<file path="src/rtl/ov7670_capture.sv">
// ov7670_capture: OV7670 YUV422 bus to 4-bit grayscale frame buffer writer; define OV7670_CAPTURE_FREEZE_EN to add capture_freeze
module ov7670_capture #(
  parameter int H_ACTIVE = 640,
  parameter int V_ACTIVE = 480,
  parameter int Y_FIRST  = 1,
  parameter int ADDR_W   = 19
) (
  input  logic              clk24,
  input  logic              rst,
`ifdef OV7670_CAPTURE_FREEZE_EN
  input  logic              capture_freeze,
`endif
  input  logic              cam_pclk,
  input  logic              cam_href,
  input  logic              cam_vsync,
  input  logic [7:0]        cam_data,
  output logic [ADDR_W-1:0] frame_addr,
  output logic [3:0]        frame_pixel,
  output logic              frame_we,
  output logic              frame_start,
  output logic              frame_done,
  output logic              frame_error
);
  typedef enum logic [1:0] {SYNC_WAIT, VBLANK, ACTIVE} state_t;
  localparam logic [10:0] H_MAX = 11'(H_ACTIVE);
  localparam logic [9:0]  V_MAX = 10'(V_ACTIVE);
  state_t            r_state, w_next;
  logic [10:0]       r_s1, r_s2, r_s3;
  logic [2:0]        r_s4;
  logic [10:0]       r_col;
  logic [9:0]        r_row;
  logic [ADDR_W-1:0] r_addr;
  logic              r_phase, r_err;
  logic              w_rise, w_href, w_href_fall, w_vs_rise, w_vs_fall;
  logic              w_ybyte, w_pix_ok, w_start, w_done, w_we_en, w_unused;
  assign w_rise      = r_s3[10] & ~r_s4[2];
  assign w_href      = r_s3[9];
  assign w_href_fall = ~r_s3[9] & r_s4[1];
  assign w_vs_rise   = r_s3[8] & ~r_s4[0];
  assign w_vs_fall   = ~r_s3[8] & r_s4[0];
  assign w_ybyte     = (Y_FIRST != 0) ? ~r_phase : r_phase;
  assign w_pix_ok    = w_ybyte && (r_col < H_MAX) && (r_row < V_MAX);
  assign w_unused    = ^r_s3[3:0];
  // whole bus through identical 2-FF synchronisers, then one aligned stage for edge detection
  always_ff @(posedge clk24)
    if (rst) begin
      r_s1 <= '0;
      r_s2 <= '0;
      r_s3 <= '0;
      r_s4 <= '0;
    end else begin
      r_s1 <= {cam_pclk, cam_href, cam_vsync, cam_data};
      r_s2 <= r_s1;
      r_s3 <= r_s2;
      r_s4 <= r_s3[10:8];
    end
  // frame state register
  always_ff @(posedge clk24)
    r_state <= rst ? SYNC_WAIT : w_next;
  // frame sequencing: wait for a full vsync pulse before the first frame
  always_comb begin
    w_next  = r_state;
    w_start = 1'b0;
    w_done  = 1'b0;
    if (r_state == SYNC_WAIT && r_s3[8]) w_next = VBLANK;
    if (r_state == VBLANK && w_vs_fall) begin
      w_next  = ACTIVE;
      w_start = 1'b1;
    end
    if (r_state == ACTIVE && w_vs_rise) begin
      w_next = VBLANK;
      w_done = 1'b1;
    end
  end
`ifdef OV7670_CAPTURE_FREEZE_EN
  logic r_freeze;
  assign w_we_en = ~r_freeze;
  // freeze request is taken once per frame at its start
  always_ff @(posedge clk24)
    if (rst) r_freeze <= 1'b0;
    else if (w_start) r_freeze <= capture_freeze;
`else
  assign w_we_en = 1'b1;
`endif
  // pixel/line counters and registered buffer write port
  always_ff @(posedge clk24)
    if (rst) begin
      r_col       <= '0;
      r_row       <= '0;
      r_addr      <= '0;
      r_phase     <= 1'b0;
      r_err       <= 1'b0;
      frame_addr  <= '0;
      frame_pixel <= '0;
      frame_we    <= 1'b0;
      frame_start <= 1'b0;
      frame_done  <= 1'b0;
      frame_error <= 1'b0;
    end else begin
      frame_we    <= 1'b0;
      frame_start <= w_start;
      frame_done  <= w_done;
      if (w_done) frame_error <= r_err | (r_row != V_MAX);
      if (w_start) begin
        r_col   <= '0;
        r_row   <= '0;
        r_addr  <= '0;
        r_phase <= 1'b0;
        r_err   <= 1'b0;
      end else if (r_state == ACTIVE && !w_vs_rise) begin
        if (w_href_fall) begin
          r_err   <= r_err | (r_col != H_MAX);
          r_row   <= r_row + {9'd0, ~&r_row};
          r_col   <= '0;
          r_phase <= 1'b0;
        end else if (w_rise && w_href) begin
          r_phase <= ~r_phase;
          if (w_ybyte) r_col <= r_col + {10'd0, ~&r_col};
          if (w_pix_ok) begin
            frame_we    <= w_we_en;
            frame_pixel <= r_s3[7:4];
            frame_addr  <= r_addr;
            r_addr      <= r_addr + 1'b1;
          end
        end
      end
    end
endmodule

</file>
<file path="config.mk">
export PLATFORM = sky130hd
export DESIGN_NAME = ov7670_capture
export DESIGN_NICKNAME = d
export VERILOG_FILES = /design/src/rtl/ov7670_capture.sv
export SDC_FILE = /design/constraint.sdc
export NUM_CORES = 1
export LEC_CHECK = 0
export CAP_MARGIN = 20
export CORE_MARGIN = 1
export CORE_UTILIZATION = 30
export CTS_CLUSTER_DIAMETER = 100
export DETAILED_ROUTE_END_ITERATION = 8
export GPL_ROUTABILITY_DRIVEN = 1
export HOLD_SLACK_MARGIN = 0.08
export PLACE_DENSITY_LB_ADDON = 0.08
export SLEW_MARGIN = 30
export SYNTH_ARGS = -nofsm -noshare
export SYNTH_HDL_FRONTEND = slang
export SYNTH_SLANG_ARGS = --single-unit
</file>
<file path="constraint.sdc">
create_clock -name clk24 -period 2.15 [get_ports clk24]
set_input_delay 0.215 -clock clk24 [delete_from_list [all_inputs] [get_ports clk24]]
set_output_delay 0.215 -clock clk24 [all_outputs]
set_load 0.01 [all_outputs]
</file>
* Yosys cells after proc, flatten, opt, wreduce, memory -nomap -nowiden *
Cells that the tools add are included.

word-level totals
  output and inout bits = 27
  input port bits = 13
  word-level logic and storage cells = 77
  flip-flop bits (word level) = 107

operators by class
  reduce and logical (&&, ||, !) cells = 24
  eq/ne operators = 5
  magnitude comparators = 2
  muxes and demuxes = 11
  bitwise logic cells = 15
  add/sub/neg operators = 3

operators with widths
  operator                                                                 number
  11-bit two-way mux                                                       3
  19-bit by 1-bit adder with 19-bit output (second input constant)         1
  11-bit by 1-bit adder with 11-bit output                                 1
  11-bit by 10-bit < comparator with 1-bit output (second input constant)  1
  11-bit by 10-bit != test with 1-bit output (second input constant)       1
  11-bit AND reduction                                                     1
  10-bit by 1-bit adder with 10-bit output                                 1
  10-bit by 9-bit < comparator with 1-bit output (second input constant)   1
  10-bit by 9-bit != test with 1-bit output (second input constant)        1
  10-bit AND reduction                                                     1
  1-bit NOT                                                                9
  1-bit logical AND                                                        7
  1-bit two-way mux                                                        6
  5-bit AND reduction                                                      1
  5-bit OR reduction                                                       1
  1-bit AND                                                                4
  2-bit two-way mux                                                        2
  2-bit AND reduction                                                      2
  4-bit AND reduction                                                      1
  2-bit nonzero test                                                       2
  2-bit OR reduction                                                       2
  1-bit logical NOT                                                        3
  3-bit AND reduction                                                      1
  3-bit nonzero test                                                       1
  other kinds (5)                                                          6

* Longest topological paths before layout *
  word-level depth = 6
  depth in mapped cells = 8
  depth with buffers taken out = 8

* Least setup slack after synthesis *
Ideal clock, no wire load.

  path kind = register to register
  from = reg r_col[5]
  to = reg r_col[10]
  clock period less this slack = 1.912 ns
  setup time = 0.075 ns
  data arrival time = 1.838 ns
  required time = 2.075 ns
  buffers on the path = 0
  slack = 0.238 ns
  stages on the path, launching flop included = 9
  cell sequence = dfxtp_1 -> and4_1 -> nor2b_1 -> nand4_1 -> ha_1 -> ha_1 -> nand2_1 -> or4_1 -> a31oi_1

on the way
  longest elaborated chain between the ends = 6

RTL lines
  item                                        line  source
  start: declaration                          30    logic [10:0] r_col;
  start signal: assignment                    118   if (w_ybyte) r_col <= r_col + {10'd0, ~&r_col};
  11-bit AND reduction                        118
  1-bit logical NOT                           118
  11-bit by 1-bit adder with 11-bit output *  118
  11-bit two-way mux *                        118
  11-bit two-way mux *                        116   end else if (w_rise && w_href) begin
  11-bit two-way mux *                        111   if (w_href_fall) begin

Mark *: on every way between the ends. The rest lies on a longest branch, timed or not. The select of a mux whose other input is x is not followed.
A chain may end at the register's enable or synchronous reset.

* Worst setup path in the final report *
  from = reg r_row[6]
  to = reg r_row[8]

on the way
  longest elaborated chain between the ends = 3

RTL lines
  item                                        line  source
  start: declaration                          31    logic [9:0] r_row;
  start signal: assignment                    113   r_row <= r_row + {9'd0, ~&r_row};
  10-bit AND reduction                        113
  1-bit logical NOT                           113
  10-bit by 1-bit adder with 10-bit output *  113

Mark *: on every way between the ends. The rest lies on a longest branch, timed or not.

==> impl_metrics.json <==
{
  "peak_fanout_along_the_critical_path": 7,
  "cts_made_buffers": 9,
  "netlist_instances": 456,
  "postSynthNetCount": 474,
  "cts_htree_levels": 3,
  "period_needed_ns": 1.98,
  "worst_path_largest_cell_delay_ns": 0.49,
  "dieHeight_um": 119,
  "ys_ff_latch": 95,
  "setup_repair_after_global_routing_missed_its_margin": "false",
  "routed_wire_length_um": 9990,
  "post-dp-hpwl_um": 6270,
  "final_layout_worst_hold_slack_ns": 0.225,
  "critical_path_arrival_ns": 2.25,
  "fmax_ghz": 0.506,
  "timing.critical_path.required_ns": 2.43,
  "detail_route.iter0.violations": 179,
  "antennaDiodeCount": 0,
  "detail_route.drc_violations": 0,
  "number_of_enable_type_register_cells_in_the_synthesized_netlist": 0,
  "clock_tree.buffer_depth": 2,
  "path_class": "flip-flop to flip-flop",
  "synthArstFlopShare": 0,
  "synth.most_common_cell": "sky130_fd_sc_hd__dfxtp_1",
  "clock_tree_from_tritoncts": "done",
  "timing.reg2reg.worst_path_depth": 8,
  "met1_global_route_usage": 0.214,
  "start_kind": "flip-flop",
  "synthDistinctLibCells": 54,
  "timing.final.crit_share": 0.919,
  "power.clock.fraction": 0.465,
  "clk-insertion-delay-late_ns": 0.35,
  "place_congestion": 0.723,
  "crit_family": "simple AND/OR/NAND/NOR gates",
  "busiest_layer": "met2",
  "wl_per_cell_um": 14.9,
  "library_cell_appearing_most_often_on_the_critical_path": "sky130_fd_sc_hd__ha_2",
  "floorplan.core_area_um2": 13200,
  "drt-vias-per-instance": 5.13,
  "clk_transition_reported_paths_ns": 0.07,
  "path_depth": 8,
  "postLayoutCellArea_um2": 5010,
  "maxSlewViolCount": 0,
  "die-area_um2": 14100,
  "ant_nets": 0,
  "maxCapViolations": 0,
  "ys_top_cells_by_count": "sky130_fd_sc_hd__dfxtp_1 (95), sky130_fd_sc_hd__a21oi_1 (45), sky130_fd_sc_hd__nand3_1 (40), sky130_fd_sc_hd__o21ai_0 (30), sky130_fd_sc_hd__nor2b_1 (29)",
  "timing_worst_slew_pin_value_ns": 0.646,
  "ctsRootBufferMaster": "sky130_fd_sc_hd__clkbuf_16",
  "setup-violations-final": 0,
  "drive_above_1_share": 0.107,
  "synth_warnings": 0,
  "power_density_nw_per_um2": 697,
  "cts_stage_hold_buffer_count": 0,
  "ys_seq_area_frac": 0.467,
  "relSlewSlack": 0.567,
  "crit_path_end_kind": "flip-flop",
  "start_util": 0.308,
  "netSwitchingFraction": 0.222,
  "fin_skew_ns": 0.00635,
  "synth.top_cells.by_area": "sky130_fd_sc_hd__dfxtp_1 (47%), sky130_fd_sc_hd__a21oi_1 (5.5%), sky130_fd_sc_hd__nand3_1 (4.9%)",
  "use_met2": 0.216,
  "path_cells": "and3_1, nand3_1, or3_1, ha_2, ha_2, nand4_4, or4_1, a21oi_1",
  "synth_top_area_share": 0.467,
  "hold_path_class": "input port to flip-flop",
  "postSynth.topFlopCell": "sky130_fd_sc_hd__dfxtp_1",
  "place.port_buffers": 35,
  "pwr-share-comb": 0.025,
  "cts.sink_count": 95,
  "detailed_place.area_um2": 4700,
  "slowest_stage": "sky130_fd_sc_hd__or4_1",
  "drt_pre_antenna_iters": 4,
  "p_sw_uw": 777,
  "grt_usage": 0.150,
  "boundaryPins": 40,
  "sequentialPowerShare": 0.510,
  "grt_pass1_vias": 3248,
  "timing.hold.worst_path_depth": 2,
  "fp-row-count": 42,
  "final.setup.tns_ns": 0,
  "post-synth-top-area-cell": "sky130_fd_sc_hd__dfxtp_1",
  "grt_pass1_wl_um": 16900,
  "flow.area_growth_from_synthesis_pct": 22.9,
  "detailroute.via_count": 3446,
  "internal_power_uw": 2710,
  "floorplan.die.width_um": 119,
  "nNetsFinal": 509,
  "grtUsageMet3": 0.0285,
  "worst-path-buf-inv": 0,
  "power.leakage_uw": 0.00159,
  "report.final.hold_viol_count": 0,
  "synthesis.area_um2": 4080,
  "synth_area_per_cell_um2": 8.94,
  "antenna_violations_before_repair": 0,
  "run_status": "finished clean",
  "grt-ovfl-total": 0,
  "peakVddDrop_mv": 0.306,
  "pin_count_of_the_biggest_net_entering_global_routing": 50
}
routing by layer:
metal,share of wire,routed length (µm)
met3,0.036,360
met4,0.021,213
met5,0,0
met2,0.43,4280
met1,0.51,5140
cells in the final DEF, fill, tap and decap left out, types with 14 or more instances in the layout:
cell type | Yosys | layout
sky130_fd_sc_hd__dfxtp_1 | 95 | 95
sky130_fd_sc_hd__a21oi_1 | 45 | 45
sky130_fd_sc_hd__nand3_1 | 40 | 40
sky130_fd_sc_hd__clkdlybuf4s50_1 | 0 | 34
sky130_fd_sc_hd__o21ai_0 | 30 | 30
sky130_fd_sc_hd__nor2b_1 | 29 | 29
sky130_fd_sc_hd__nand2_1 | 28 | 28
sky130_fd_sc_hd__buf_4 | 1 | 20
sky130_fd_sc_hd__nor4_1 | 19 | 19
sky130_fd_sc_hd__or3_1 | 18 | 18
sky130_fd_sc_hd__mux2i_1 | 14 | 14
metrics by stage:
step | util | setup WS, ns | instances | power, µW
floorplan | - | 0.238 | 456 | 1870
global placement | 0.354 | 0.180 | 656 | 1910
detailed placement | 0.355 | 0.179 | 656 | 1910
CTS | 0.377 | 0.142 | 672 | 3540
global route | 0.378 | 0.0197 | 672 | 3610
finish | 0.378 | 0.175 | 672 | 3490
layout make-up:
type / instances / area, µm²
Timing Repair Buffer: 57 / 536
Tap cell: 176 / 220
Fill cell: 1384 / 8230
Inverter: 7 / 26.3
Clock inverter: 7 / 73.8
Multi-Input combinational cell: 321 / 2030
Clock buffer: 9 / 225
Sequential cell: 95 / 1900
what timing repair did:
action,4_1_cts,5_1_grt
buffers inserted,0,0
endpoints found under the setup margin,0,3
resized for setup,0,3
kinds of logic (layout without fill, tap and decap cells):
logic type	after synthesis	count (layout)	synth area share
simple gates	192	192	0.280
mux	14	14	0.0344
buf+inv	40	80	0.0451
fa+ha+maj	5	5	0.0153
flops	95	95	0.467
xor+xnor	2	2	0.00430
compound gates	108	108	0.155
power by group through the flow:
stage	Clock [µW]	Sequential [µW]	Combinational [µW]
detailed placement	0	1820	87.9
global placement	0	1820	86.4
CTS	1670	1780	88.1
floorplan	0	1820	53.4
global route	1730	1780	97.1
finish	1620	1780	86.2
worst paths after layout:
check | from | to | slack, ns
hold / removal | rst | frame_addr[18]$_SDFFE_PP0P_ | 0.22
setup / recovery | r_row[6]$_SDFFE_PP0P_ | r_row[8]$_SDFFE_PP0P_ | 0.17
setup reg to reg | r_row[6]$_SDFFE_PP0P_ | r_row[8]$_SDFFE_PP0P_ | 0.17
hold reg to reg | r_s2[8]$_SDFF_PP0_ | r_s3[8]$_SDFF_PP0_ | 0.43
sequential cells by signal (all words and copies together), names as in the netlist, 2 cells and up:
register	cells
frame_addr	19
r_addr	19
r_col	11
r_row	10
r_s1	7
r_s2	7
r_s3	7
frame_pixel	4
r_s4	3
r_state	2
Note: power is estimated with default switching activity, not from simulation.
